[src/rtl/cordic_vec_prefold.sv]
// Front-end fold for CORDIC vectoring: rotates (x, y) by 180 degrees when x < 0 so
// x ends up non-negative, flags negation overflow, and buffers results in a 2-entry FIFO.
module cordic_vec_prefold #(
    parameter int WORD_WIDTH = 16,
    parameter bit SATURATE   = 1'b1,
    parameter int CNT_WIDTH  = 8
) (
    input  logic                  clk,
    input  logic                  rst,
    input  logic                  in_valid,
    output logic                  in_ready,
    input  logic [WORD_WIDTH-1:0] x_in,
    input  logic [WORD_WIDTH-1:0] y_in,
    output logic                  out_valid,
    input  logic                  out_ready,
    output logic [WORD_WIDTH-1:0] x_out,
    output logic [WORD_WIDTH-1:0] y_out,
    output logic [1:0]            quad,
    output logic                  sat_flag,
    input  logic                  sat_clr,
    output logic [CNT_WIDTH-1:0]  sat_cnt
);

    localparam int ENTRY_W = 2 * WORD_WIDTH + 3;
    localparam logic [WORD_WIDTH-1:0] WORD_MIN = {1'b1, {(WORD_WIDTH-1){1'b0}}};
    localparam logic [WORD_WIDTH-1:0] WORD_MAX = {1'b0, {(WORD_WIDTH-1){1'b1}}};
    localparam logic [CNT_WIDTH-1:0]  CNT_MAX  = {CNT_WIDTH{1'b1}};

    logic                        w_x_neg;
    logic [1:0][WORD_WIDTH-1:0]  w_op;
    logic [1:0][WORD_WIDTH-1:0]  w_fold;
    logic [1:0]                  w_ovf;
    logic                        w_flag;
    logic [ENTRY_W-1:0]          w_entry;
    logic                        w_push;
    logic                        w_pop;
    logic [1:0]                  w_count_next;

    logic [ENTRY_W-1:0]          r_mem [0:1];
    logic                        r_wr_ptr;
    logic                        r_rd_ptr;
    logic [1:0]                  r_count;
    logic                        r_in_ready;
    logic [CNT_WIDTH-1:0]        r_sat_cnt;

    assign w_x_neg = x_in[WORD_WIDTH-1];
    assign w_op[0] = x_in;
    assign w_op[1] = y_in;

    // Index 0 folds x, index 1 folds y; both negate only when x is negative.
    genvar gi;
    generate
        for (gi = 0; gi < 2; gi++) begin : g_fold
            assign w_ovf[gi]  = w_x_neg && (w_op[gi] == WORD_MIN);
            assign w_fold[gi] = !w_x_neg                   ? w_op[gi] :
                                (w_ovf[gi] && SATURATE)    ? WORD_MAX :
                                                             ({WORD_WIDTH{1'b0}} - w_op[gi]);
        end
    endgenerate

    assign w_flag  = |w_ovf;
    assign w_entry = {w_fold[0], w_fold[1], x_in[WORD_WIDTH-1], y_in[WORD_WIDTH-1], w_flag};

    assign w_push = in_valid && r_in_ready;
    assign w_pop  = out_valid && out_ready;

    always_comb begin
        w_count_next = r_count;
        case ({w_push, w_pop})
            2'b10:   w_count_next = r_count + 2'd1;
            2'b01:   w_count_next = r_count - 2'd1;
            default: w_count_next = r_count;
        endcase
    end

    always_ff @(posedge clk or posedge rst) begin
        if (rst) begin
            r_mem[0]   <= '0;
            r_mem[1]   <= '0;
            r_wr_ptr   <= 1'b0;
            r_rd_ptr   <= 1'b0;
            r_count    <= 2'd0;
            r_in_ready <= 1'b0;
        end else begin
            if (w_push) begin
                r_mem[r_wr_ptr] <= w_entry;
                r_wr_ptr        <= ~r_wr_ptr;
            end
            if (w_pop) begin
                r_rd_ptr <= ~r_rd_ptr;
            end
            r_count    <= w_count_next;
            r_in_ready <= (w_count_next != 2'd2);
        end
    end

    // Clear takes priority over a same-cycle overflow increment.
    always_ff @(posedge clk or posedge rst) begin
        if (rst) begin
            r_sat_cnt <= '0;
        end else if (sat_clr) begin
            r_sat_cnt <= '0;
        end else if (w_push && w_flag && (r_sat_cnt != CNT_MAX)) begin
            r_sat_cnt <= r_sat_cnt + 1'b1;
        end
    end

    assign in_ready  = r_in_ready;
    assign out_valid = (r_count != 2'd0);
    assign {x_out, y_out, quad, sat_flag} = r_mem[r_rd_ptr];
    assign sat_cnt   = r_sat_cnt;

endmodule

[config.mk]
export PLATFORM = sky130hd
export DESIGN_NAME = cordic_vec_prefold
export DESIGN_NICKNAME = d
export VERILOG_FILES = /design/src/rtl/cordic_vec_prefold.sv
export SDC_FILE = /design/constraint.sdc
export NUM_CORES = 1
export LEC_CHECK = 0
export ABC_AREA = 1
export CAP_MARGIN = 20
export CORE_MARGIN = 2
export CORE_UTILIZATION = 45
export CTS_CLUSTER_DIAMETER = 60
export DETAILED_ROUTE_END_ITERATION = 16
export GPL_TIMING_DRIVEN = 1
export HOLD_SLACK_MARGIN = 0.15
export PLACE_DENSITY = 0.7
export SLEW_MARGIN = 20
export SYNTH_ARGS = -nofsm -noshare
export SYNTH_HDL_FRONTEND = slang
export SYNTH_SLANG_ARGS = --single-unit
[constraint.sdc]
create_clock -name clk -period 4 [get_ports clk]
set_clock_uncertainty 0.2 [all_clocks]
set_input_delay 0.8 -clock clk [delete_from_list [all_inputs] [get_ports clk]]
set_output_delay 0.8 -clock clk [all_outputs]
set_load 0.03 [all_outputs]
### Yosys cells after proc, flatten, opt, wreduce, memory -nomap -nowiden

Index checks and enable logic that the tools add are counted.

* flip-flop bits (word level): 83
* bits of input ports: 37
* word-level logic and storage cells: 48

* $add $sub $neg: 5
* $lt $le $gt $ge: 3
* eq/ne operators: 6
* multiplexer cells: 13
* bitwise operators: 4
* reductions and logical operators: 10

Operators with widths (number)
* 35-bit 2-to-1 mux: 4
* 70-bit bitwise mux: 1
* 16-bit 2-to-1 mux: 4
* 35-bit demux with 1-bit select: 1
* 16-bit equality test, second input constant: 2
* 1-bit by 16-bit subtractor with 16-bit output, first input constant: 2
* 8-bit 2-to-1 mux: 2
* 8-bit by 1-bit adder with 8-bit output, second input constant: 1
* 8-bit inequality test, second input constant: 1
* 1-bit logical AND: 7
* 2-bit >= comparator, second input constant: 2
* 1-bit inverter with 2-bit output: 2
* 2-bit one-hot mux with 2 select lines: 1
* 2-bit nonzero test: 2
* 2-bit by 1-bit adder with 2-bit output, second input constant: 1
* 2-bit by 1-bit equality test with 1-bit output, second input constant: 1
* 2-bit equality test, second input constant: 1
* 2-bit by 1-bit < comparator with 1-bit output, second input constant: 1
* 2-bit inequality test, second input constant: 1
* 1-bit inverter: 2
* 2-bit OR reduction: 1
* 2-bit by 1-bit subtractor with 2-bit output, second input constant: 1

### Depth between registers and ports, before layout

* word-level depth: 7
* mapped depth: 11
* depth with buffers taken out: 11

### Worst setup path after synthesis

OpenSTA, ideal clock, no wires.

* path type: register -> output
* start point: reg r_rd_ptr
* end point: out x_out[10]
* arrival time: 1.286 ns
* path slack: 1.714 ns
* stages on the path, launching flop included: 3
* cells stage by stage: dfrtp_1 clkbuf_1 o21ai_0

* cells in the longest elaborated chain, start to end: 4

Ends and longest elaborated chain
* from (decl): RTL line 41 `logic r_rd_ptr;`
* from (signal assigned): RTL line 90 `r_rd_ptr <= ~r_rd_ptr;`
* 1-bit inverter with 2-bit output (implied by the code): RTL line 110 `assign {x_out, y_out, quad, sat_flag} = r_mem[r_rd_ptr];`
* 35-bit 2-to-1 mux (implied by the code) (3 in a row): RTL line 110
* to (decl): RTL line 16 `output logic [WORD_WIDTH-1:0] x_out,`

Every way passes these cells. The select of a mux whose other input is x is not followed.

### Worst setup path after layout

* start point: reg r_rd_ptr
* end point: out x_out[12]

Same word-level chain as after synthesis.

==> results.json <==
{
  "status": "completed",
  "setup-violations-final": 0,
  "vias_per_cell": 5.020,
  "ys_warn_count": 0,
  "gp_congestion": 0.8430,
  "layout_min_cycle_time_ns": 3.393,
  "die_height_um": 106.9,
  "gr-usage-met2_pct": 37.40,
  "grt_max_degree": 60,
  "layout_worst_path_cycle_share_pct": 84.82,
  "clock-root-buffer": "sky130_fd_sc_hd__clkbuf_8",
  "cp_max_fo": 19,
  "core_region_area_um2": 10320,
  "peakVddDrop_mv": 0.4114,
  "cell_rows": 37,
  "synth_xor_area_share_pct": 1.655,
  "power_per_cell_area_nw_per_um2": 669.0,
  "yosysTopAreaCellShare_pct": 43.60,
  "synth_area_um2": 4763,
  "hold_path_class": "flop to flop",
  "initial_drc_count": 253,
  "layout.cells.most_common": "sky130_fd_sc_hd__nand2_1",
  "syn-instance-count": 684,
  "clockPowerShare_pct": 15.9,
  "synth_area_leaders": "sky130_fd_sc_hd__dfrtp_1 44%, sky130_fd_sc_hd__nand2_1 23%, sky130_fd_sc_hd__nand3_1 6.8%",
  "worst_setup_path_end_kind": "output port",
  "post_synth_mux_area_share_pct": 0.2101,
  "mostFrequentLayoutCells": "286 x sky130_fd_sc_hd__nand2_1, 83 x sky130_fd_sc_hd__dfrtp_1, 81 x sky130_fd_sc_hd__clkdlybuf4s50_1",
  "internal-power_uw": 2214,
  "cp_data_arrival_time_ns": 2.39,
  "numPortBuffers": 81,
  "hold_violations": 0,
  "final_nets": 795,
  "cts_tree": "yes",
  "share_of_post_route_cells_with_drive_strength_above_1_pct": 6.860,
  "sequentialPowerShare_pct": 34.5,
  "global_route.overflow_total": 0,
  "totalWireLength_um": 11820,
  "avgRoutedWirePerCell_um": 13.22,
  "cts_htree_levels": 3,
  "cts-resized-gates": 0,
  "worstSetupPathType": "flop to output port",
  "seq_area_frac_synth_pct": 43.60,
  "timing.hold.worst_path_depth": 2,
  "netlist.top_cell.by_area": "sky130_fd_sc_hd__dfrtp_1",
  "cts.repair_timing.setup_buffer_count": 0,
  "clock_insertion_delay_worst_skew_ns": 0.36,
  "yosys.area_share.simple_pct": 37.51,
  "totalNegativeSetupSlack_ns": 0,
  "p_switching_uw": 1720,
  "layout-area-overhead-vs-synth_pct": 23.46,
  "synth_top_family_by_area": "simple AND/OR/NAND/NOR gates",
  "grt_antenna_before_repair": 0,
  "detail_route.drc_violations": 0,
  "total_power_uw": 3934,
  "tightest_slew_ns": 1.005,
  "die_area_um2": 11420,
  "timing.max_slew.rel_slack_pct": 32.56,
  "cellLeakagePower_uw": 0.002932,
  "cts.path.max_buffers": 2,
  "required_time_at_the_endpoint_of_the_critical_path_ns": 3.00,
  "grt_total_usage_pct": 21.89,
  "cts_made_buffers": 9,
  "max-cap-violations": 0,
  "antennaDiodeCount": 0,
  "cts_sinks": 83,
  "ant_nets": 0,
  "fin_worst_hold_slack_ns": 0.2842,
  "ys_ff_latch": 83,
  "cts.reportedPaths.clkPinSlew_ns": 0.09,
  "drt_pre_antenna_iters": 4,
  "floorplan.die.width_um": 106.9,
  "post_synth.cell_area_avg_um2": 6.964,
  "io_pins": 82,
  "grt_most_used_layer": "met2",
  "routed-via-count": 4488,
  "mappedNetlistNets": 725,
  "grt_setup_unrepaired": "no",
  "cts_hold_buffers": 0,
  "number_of_cells_on_the_worst_reg_to_reg_path": 4,
  "p_comb_share_pct": 49.6,
  "grt_pass1_wl_um": 20040,
  "initial_core_util_pct": 46.14,
  "met3_usage_grt_pct": 3.222,
  "critPathLaunchType": "flop",
  "count_of_unique_library_cells_instantiated_by_yosys": 31,
  "pins_over_their_slew_limit": 0,
  "met1_usage_pct": 28.07,
  "fmax_ghz": 0.2947,
  "synth_compound_area_share_pct": 8.012,
  "vias_in_the_first_global_route": 4453,
  "synth-adder-area-share_pct": 1.051,
  "netSwitchingFraction_pct": 43.71,
  "dp.final_hpwl_um": 8178
}
[through the flow]
step / instances / util, % / setup WS [ns] / cell area (um2)
floorplan: 684 / - / 0.8632 / 4763
global placement: 879 / 55.01 / 0.8752 / 5679
detailed placement: 879 / 55.01 / 0.7446 / 5679
CTS: 894 / 56.95 / 0.5957 / 5879
global route: 894 / 56.96 / 0.4384 / 5881
finish: 894 / 56.96 / 0.6071 / 5881
[kinds of logic (layout without fill, tap and decap cells)]
kind of cell | Yosys count | in the layout
simple gates | 416 | 416
buf+inv | 96 | 170
flops | 83 | 83
compound gates | 75 | 75
xor+xnor | 9 | 9
fa+ha+maj | 4 | 4
mux | 1 | 1
[state kept, by name, indices dropped and copies added, names as in the netlist]
name	count
sat_cnt	8
r_wr_ptr	1
r_mem	70
r_rd_ptr	1
r_count	2
in_ready	1
[power by group through the flow]
stage | sequential, uW | clock, uW | combinational, uW
global placement | 1350 | 0 | 1930
CTS | 1360 | 647 | 1970
floorplan | 1310 | 0 | 1270
finish | 1360 | 627 | 1950
detailed placement | 1370 | 0 | 1960
global route | 1400 | 667 | 2160
[worst max-delay path, stage by stage (launching register included)]
cell                              delay, ns
sky130_fd_sc_hd__dfrtp_1               0.75
sky130_fd_sc_hd__inv_1                 0.42
sky130_fd_sc_hd__nand2_1               0.17
sky130_fd_sc_hd__nand2_1               0.10
sky130_fd_sc_hd__clkdlybuf4s50_1       0.60
[synth_stat cells]
library cell / number
sky130_fd_sc_hd__nand3_4: 1
sky130_fd_sc_hd__o211ai_1: 1
sky130_fd_sc_hd__nor4_1: 1
sky130_fd_sc_hd__buf_6: 1
sky130_fd_sc_hd__nand3_1: 65
sky130_fd_sc_hd__or2_2: 3
sky130_fd_sc_hd__inv_1: 63
sky130_fd_sc_hd__xnor2_1: 2
sky130_fd_sc_hd__nor2_4: 3
sky130_fd_sc_hd__nand2_1: 286
sky130_fd_sc_hd__nor2_2: 8
sky130_fd_sc_hd__buf_2: 6
sky130_fd_sc_hd__clkbuf_1: 19
sky130_fd_sc_hd__o21ai_1: 5
sky130_fd_sc_hd__o21ai_0: 65
sky130_fd_sc_hd__nand3_2: 3
sky130_fd_sc_hd__dfrtp_1: 83
sky130_fd_sc_hd__inv_2: 5
sky130_fd_sc_hd__nand4_1: 4
sky130_fd_sc_hd__a21oi_1: 3
sky130_fd_sc_hd__buf_1: 1
sky130_fd_sc_hd__nand2_2: 2
sky130_fd_sc_hd__nor2_1: 31
sky130_fd_sc_hd__nor3_1: 2
sky130_fd_sc_hd__nand2_4: 4
sky130_fd_sc_hd__nand3b_1: 3
sky130_fd_sc_hd__xor2_1: 7
sky130_fd_sc_hd__ha_1: 4
sky130_fd_sc_hd__a21oi_2: 1
sky130_fd_sc_hd__mux2i_1: 1
sky130_fd_sc_hd__buf_4: 1
[worst paths after layout]
| check | start | end | slack, ns |
|---|---|---|---|
| worst max-delay path | r_rd_ptr$_DFFE_PP0P_ | x_out[12] | 0.61 |
| worst min-delay path | r_mem[10]$_DFFE_PP0P_ | r_mem[10]$_DFFE_PP0P_ | 0.28 |
| worst max register to register | r_wr_ptr$_DFFE_PP0P_ | r_mem[18]$_DFFE_PP0P_ | 1.88 |
| worst min register to register | r_mem[10]$_DFFE_PP0P_ | r_mem[10]$_DFFE_PP0P_ | 0.28 |
| max in group asynchronous | rst | r_mem[5]$_DFFE_PP0P_ | 2.17 |
| min in group asynchronous | rst | sat_cnt[1]$_DFFE_PP0P_ | 0.72 |
[layer usage]
metal / vias to the layer above / wire (um)
met2: 116 / 5670
met5: - / 0
li1: 2275 / -
met3: 14 / 597
met4: 0 / 178
met1: 2083 / 5370
[area by class of cell]
| type | instances | area [um2] |
|---|---|---|
| fill | 1004 | 4443 |
| multi-input combinational | 505 | 2307 |
| sequential | 83 | 2077 |
| timing repair buffer | 87 | 868.3 |
| inverter | 68 | 257.7 |
| tap | 136 | 170.2 |
| clock buffer | 10 | 137.6 |
| clock inverter | 5 | 62.56 |
No activity file was read; power rests on OpenSTA's default activity.
